<file path="src/rtl/result_reader.sv">
// Drains a block of result-SRAM words into a valid/ready beat stream.
// The address register feeds a one-cycle SRAM; returned words land in an output register backed by a 2-entry FIFO.
`ifndef SRAM_ADDR_RANGE
`define SRAM_ADDR_RANGE 11:0
`endif
`ifndef SRAM_DATA_RANGE
`define SRAM_DATA_RANGE 31:0
`endif

module result_reader #(
  parameter int CNT_W = 16
) (
  input  logic                    clk,
  input  logic                    reset_n,
  input  logic                    drain_valid,
  output logic                    drain_ready,
  input  logic [`SRAM_ADDR_RANGE] drain_base_address,
  input  logic [CNT_W-1:0]        drain_count,
  output logic [`SRAM_ADDR_RANGE] dut__tb__sram_result_read_address,
  input  logic [`SRAM_DATA_RANGE] tb__dut__sram_result_read_data,
  output logic                    dut__tb__sram_result_write_enable,
  output logic                    out_valid,
  input  logic                    out_ready,
  output logic [`SRAM_DATA_RANGE] out_data,
  output logic [CNT_W-1:0]        out_index,
  output logic                    out_last,
  output logic                    drain_done
);

  typedef logic [`SRAM_ADDR_RANGE] addr_t;
  typedef logic [`SRAM_DATA_RANGE] data_t;
  typedef enum logic [1:0] {IDLE = 2'd0, READ = 2'd1, FLUSH = 2'd2, DONE = 2'd3} state_t;

  localparam int AW = $bits(addr_t);
  localparam int DW = $bits(data_t);
  localparam addr_t ADDR_ZERO = {AW{1'b0}};
  localparam addr_t ADDR_ONE = {{(AW-1){1'b0}}, 1'b1};
  localparam data_t DATA_ZERO = {DW{1'b0}};
  localparam logic [CNT_W-1:0] CNT_ZERO = {CNT_W{1'b0}};
  localparam logic [CNT_W-1:0] CNT_ONE = {{(CNT_W-1){1'b0}}, 1'b1};

  state_t           state_r;
  addr_t            addr_r;
  logic [CNT_W-1:0] count_r;
  logic [CNT_W-1:0] rem_r;
  logic             drain_ready_r;
  logic             drain_done_r;

  logic             rd_v1_r;
  logic             rd_v2_r;
  data_t            fifo_mem_r [2];
  logic             fifo_rd_r;
  logic             fifo_wr_r;
  logic [1:0]       fifo_cnt_r;
  logic [CNT_W-1:0] load_idx_r;

  data_t            out_data_r;
  logic [CNT_W-1:0] out_index_r;
  logic             out_valid_r;
  logic             out_last_r;

  logic             accept_s;
  logic             start_read_s;
  logic             pop_s;
  logic             fill_s;
  logic             from_fifo_s;
  logic             push_s;
  logic [2:0]       pending_s;
  logic             issue_s;

  // Handshakes, read credit and steering of returned data for this cycle
  always_comb begin
    accept_s     = drain_valid & drain_ready_r;
    start_read_s = accept_s & (drain_count != CNT_ZERO);
    pop_s        = out_valid_r & out_ready;
    fill_s       = (~out_valid_r | out_ready) & ((fifo_cnt_r != 2'd0) | rd_v2_r);
    from_fifo_s  = fill_s & (fifo_cnt_r != 2'd0);
    // Returned word bypasses the FIFO only when it is empty and the output register takes it
    push_s       = rd_v2_r & ~(fill_s & (fifo_cnt_r == 2'd0));
    // FIFO occupancy plus reads in flight once this edge's move into the output register is done
    pending_s    = {1'b0, fifo_cnt_r} + {2'b00, rd_v1_r} + {2'b00, rd_v2_r} - {2'b00, fill_s};
    issue_s      = (state_r == READ) & (rem_r != CNT_ZERO) & (pending_s < 3'd2);
  end

  // Drain control FSM with read address generation
  always_ff @(posedge clk or negedge reset_n) begin
    if (!reset_n) begin
      state_r       <= IDLE;
      addr_r        <= ADDR_ZERO;
      count_r       <= CNT_ZERO;
      rem_r         <= CNT_ZERO;
      drain_ready_r <= 1'b1;
      drain_done_r  <= 1'b0;
    end else begin
      drain_done_r <= 1'b0;
      case (state_r)
        IDLE: begin
          if (accept_s) begin
            count_r       <= drain_count;
            drain_ready_r <= 1'b0;
            if (drain_count == CNT_ZERO) begin
              state_r      <= DONE;
              drain_done_r <= 1'b1;
            end else begin
              // The first read goes out on the accept edge itself
              state_r <= READ;
              addr_r  <= drain_base_address;
              rem_r   <= drain_count - CNT_ONE;
            end
          end
        end
        READ: begin
          if (rem_r == CNT_ZERO) begin
            state_r <= FLUSH;
          end else if (issue_s) begin
            addr_r <= addr_r + ADDR_ONE;
            rem_r  <= rem_r - CNT_ONE;
            if (rem_r == CNT_ONE) begin
              state_r <= FLUSH;
            end
          end
        end
        FLUSH: begin
          if (pop_s && out_last_r) begin
            state_r      <= DONE;
            drain_done_r <= 1'b1;
          end
        end
        DONE: begin
          state_r       <= IDLE;
          drain_ready_r <= 1'b1;
        end
        default: begin
          state_r       <= IDLE;
          drain_ready_r <= 1'b1;
        end
      endcase
    end
  end

  // Read return pipeline, two-entry FIFO and output beat register
  always_ff @(posedge clk or negedge reset_n) begin
    if (!reset_n) begin
      rd_v1_r       <= 1'b0;
      rd_v2_r       <= 1'b0;
      fifo_mem_r[0] <= DATA_ZERO;
      fifo_mem_r[1] <= DATA_ZERO;
      fifo_rd_r     <= 1'b0;
      fifo_wr_r     <= 1'b0;
      fifo_cnt_r    <= 2'd0;
      load_idx_r    <= CNT_ZERO;
      out_data_r    <= DATA_ZERO;
      out_index_r   <= CNT_ZERO;
      out_valid_r   <= 1'b0;
      out_last_r    <= 1'b0;
    end else begin
      rd_v1_r <= start_read_s | issue_s;
      rd_v2_r <= rd_v1_r;
      if (push_s) begin
        fifo_mem_r[fifo_wr_r] <= tb__dut__sram_result_read_data;
        fifo_wr_r             <= ~fifo_wr_r;
      end
      if (from_fifo_s) begin
        fifo_rd_r <= ~fifo_rd_r;
      end
      fifo_cnt_r <= fifo_cnt_r + {1'b0, push_s} - {1'b0, from_fifo_s};
      if (accept_s) begin
        load_idx_r <= CNT_ZERO;
      end else if (fill_s) begin
        load_idx_r <= load_idx_r + CNT_ONE;
      end
      if (fill_s) begin
        out_valid_r <= 1'b1;
        out_data_r  <= from_fifo_s ? fifo_mem_r[fifo_rd_r] : tb__dut__sram_result_read_data;
        out_index_r <= load_idx_r;
        out_last_r  <= (load_idx_r == count_r - CNT_ONE);
      end else if (pop_s) begin
        out_valid_r <= 1'b0;
        out_last_r  <= 1'b0;
      end
    end
  end

  assign drain_ready                       = drain_ready_r;
  assign drain_done                        = drain_done_r;
  assign dut__tb__sram_result_read_address = addr_r;
  assign dut__tb__sram_result_write_enable = 1'b0;
  assign out_valid                         = out_valid_r;
  assign out_data                          = out_data_r;
  assign out_index                         = out_index_r;
  assign out_last                          = out_last_r;

endmodule

</file>
<file path="config.mk">
export PLATFORM = sky130hd
export DESIGN_NAME = result_reader
export DESIGN_NICKNAME = d
export VERILOG_FILES = /design/src/rtl/result_reader.sv
export SDC_FILE = /design/constraint.sdc
export NUM_CORES = 1
export LEC_CHECK = 0
export BUFFER_PORTS_ARGS = -buffer_cell sky130_fd_sc_hd__buf_4
export CAP_MARGIN = 20
export CORE_MARGIN = 1.5
export CORE_UTILIZATION = 55
export DETAILED_ROUTE_END_ITERATION = 10
export PLACE_DENSITY = 0.79
export SYNTH_ARGS = -nofsm -noshare
export SYNTH_HDL_FRONTEND = slang
export SYNTH_SLANG_ARGS = --single-unit
export TNS_END_PERCENT = 100
</file>
<file path="constraint.sdc">
create_clock -name clk -period 12.85 [get_ports clk]
set_input_delay 1.285 -clock clk [delete_from_list [all_inputs] [get_ports clk]]
set_output_delay 1.285 -clock clk [all_outputs]
set_load 0.005 [all_outputs]
</file>
==> results.cfg <==
[run_status]
status = finished clean

[floorplan]
start_util_pct = 55.9
die_w_um = 132
fp-row-count = 47
die_h_um = 132
die_area_um2 = 17500
io_pins = 129
coreArea_um2 = 16500

[global_route]
grtUsageTotal_pct = 23.2
grt_pass1_vias = 6547
grt_pass1_wl_um = 33000
antenna_found_initial = 0
overflow = 0
grt_max_degree = 105

[layout]
drive_gt1_share_pct = 27.1
stdcell_count = 1202
final_cell_mix = dfrtp_1, buf_4, mux2_2
final_common_cell = dfrtp_1
syn_to_final_growth_pct = 18.4
insertedDiodeCount = 0
final_nets = 1049

[synthesis]
synth_largest_area_cell = dfrtp_1
postSynthCellCount = 865
synth-main-ff-cell = dfrtp_1
synth_top_area_share_pct = 49.7
yosysWarnings = 0
async_flop_share_pct = 100
syn_area_per_cell_um2 = 10.6
synth_area_um2 = 9210
synth_cell_types = 67
synth-edff-count = 0
syn_nets = 944
yosysSeqAreaShare_pct = 50.0
ys_ff_latch = 184
synth_area_leaders = dfrtp_1, mux2_2, mux2i_1

[sta]
tightestPinTransition_ns = 1.07
fin_crit_sh_pct = 36.9
fin_setup_tns_ns = 0
final_hold_viol_count = 0
rsz0062_at_grt = no
worst_clock_skew_ns = 0.0103
setup_viol = 0
whs_ns = 0.392
layout_setup_ws_ns = 8.11
max_freq_mhz = 211
slew_headroom_pct = 28.6
period_minus_slack_ns = 4.74
slew_viol_final = 0

[clocking]
clkTransAtPathRegs_ns = 0.06
cts_tree = built
cts_max_path_buffers = 2
numClockSinks = 184
root_buffer = clkbuf_16
htreeDepth = 4
post-cts-setup-buffers = 0
cts_hold_buf = 0
postCtsResizedCells = 0
clkLatencyLatePin_ns = 0.43
cts_made_buffers = 17

[placement]
place_ws_ns = 7.69
place_hpwl_um = 13100
dpl.cell_count = 1170
gp_congestion = 0.811
placement.io_buffers = 127

[drt]
drtAntennaViolNets = 0
routed_wl_um = 19700
vias = 6920
vias_per_cell = 5.76
wl_per_cell_um = 16.4
drc = 0
drt_iter0_drc = 517
drtPass1Iterations = 6

[power_and_ir_drop]
powerDensity_nw_per_um2 = 236
p_sw_w = 0.000943
power_frac_comb_pct = 39.4
clockPowerShare_pct = 19.0
power.total_w = 0.00258
leakage_nw = 4.92
pwr-share-seq_pct = 41.5
internal_power_w = 0.00163
switching_share_pct = 36.6
ir_drop_v = 0.000118

[worst_setup_path]
crit_buf_inv = 4
cp_data_arrival_time_ns = 5.05
cp_max_fo = 33
cp_cell_sequence = buf_4, nand2b_1, o31ai_4, inv_1, ha_1, inv_1, ha_1, a21o_1, fa_1, xnor2_1, nor2_1, o211ai_2, a22oi_2, buf_4, mux2_4, a311o_1
critical-path-max-stage-delay_ns = 0.46
cp_slowest_cell = inv_1
critPathRequiredTime_ns = 13.16
worst_setup_path_end_kind = flip-flop
cp-start-kind = input pin
worstSetupPathType = input pin to flip-flop
path_delay_family = buffers and inverters

[worst_hold_path]
hp-class = flip-flop to flip-flop

[flow_run]
drv_cap = 0
sequential cells by signal (all words and copies together) (netlist names), 2 cells and up:
register and count:
fifo_mem_r 64, state_r 2, fifo_cnt_r 2, count_r 16, out_data 32, out_index 16
rem_r 16, dut__tb__sram_result_read_address 12, load_idx_r 16
power groups by stage:
stage               clock network [W]  registers [W]  logic, W
floorplan                           0       0.000990  0.000764
global placement                    0        0.00106  0.000981
detailed placement                  0        0.00108   0.00102
CTS                          0.000496        0.00107   0.00103
global route                 0.000520        0.00111   0.00113
finish                       0.000490        0.00107   0.00102
path summary, 6_finish.rpt:
kind | to | start | cells after the start | slack [ns]
max in group asynchronous | out_index[7]$_DFFE_PN0P_ | reset_n | 3 | 10.80
max reg2reg | rem_r[8]$_DFFE_PN0P_ | out_valid$_DFFE_PN0P_ | 15 | 8.67
min in group asynchronous | fifo_mem_r[60]$_DFFE_PN0P_ | reset_n | 1 | 0.92
min | rd_v2_r$_DFF_PN0_ | rd_v1_r$_DFF_PN0_ | 0 | 0.39
min reg2reg | rd_v2_r$_DFF_PN0_ | rd_v1_r$_DFF_PN0_ | 0 | 0.39
max | rem_r[8]$_DFFE_PN0P_ | out_ready | 16 | 8.11
cell usage after synthesis, types with 2 or more instances:
library cell    n
o32ai_1        11
nor3_1         33
o32a_1          2
o2111ai_1       2
or4_1           2
nor3b_1         2
buf_4           2
a22oi_1        34
mux2_2         80
and4_1          6
nor4_1         10
mux2i_1        41
xnor2_1        29
buf_1           5
o21ai_0        49
a211o_1         6
or2_2           2
nand3_1        29
nand4_1         9
and3_1         14
nor4b_1         4
nand2b_1        5
nand3b_1        3
nor2b_1         3
and2_1          8
nand2_1        73
a31oi_1         3
inv_1          21
clkbuf_1       39
ha_1           14
nor2_1         60
dfrtp_1       183
o22ai_1         8
xor2_1         20
a21oi_1        13
or3_1           4
buf_2           6
metrics by stage:
| step | util [%] | cell area (µm²) |
|---|---|---|
| 2_1_floorplan | - | 9210 |
| 3_3_place_gp | 62.7 | 10300 |
| 3_5_place_dp | 62.7 | 10300 |
| 4_1_cts | 66.0 | 10900 |
| 5_1_grt | 66.2 | 10900 |
| 6_report | 66.2 | 10900 |
worst register-to-register path: stages, from the launching register on:
cell and delay (ns):
dfrtp_1 0.41, nand2b_1 0.22, o31ai_4 0.11, inv_1 0.46, ha_1 0.34, inv_1 0.07
ha_1 0.22, a21o_1 0.17, fa_1 0.37, xnor2_1 0.13, nor2_1 0.25, o211ai_2 0.18
a22oi_2 0.17, buf_4 0.36, mux2_4 0.34, a311o_1 0.27
cell families (layout without fill, tap and decap cells):
group / after synthesis / in the layout / share of synthesized area [%]
buffers and inverters: 74 / 191 / 3.18
DFF: 184 / 184 / 50.0
other: 1 / 1 / 0.0407
AOI/OAI and AO/OA: 148 / 148 / 10.9
xor gates and xnor gates: 49 / 49 / 4.66
and+or+nand+nor: 272 / 272 / 14.6
muxes: 122 / 122 / 14.4
adders and majority gates: 15 / 15 / 2.12
layout make-up:
cell class	instances	area, µm²
clock buffers	20	447
clock inverters	11	100
fillers	1340	5560
inverters	22	82.6
multi-input cells	607	4330
flip-flops and latches	184	4610
well taps	220	275
repair buffers	138	1060
layer usage:
| layer | vias to the layer above | track usage, % | part of all wire (%) | wire, µm |
|---|---|---|---|---|
| li1 | 3322 | - | - | - |
| met3 | 17 | 4.42 | 4.9 | 967 |
| met2 | 181 | 36.5 | 47 | 9300 |
| met4 | 0 | 7.26 | 1.4 | 272 |
| met1 | 3400 | 32.8 | 47 | 9160 |
| met5 | - | 0 | 0 | 0 |
Power figures use the tool's default switching activity.
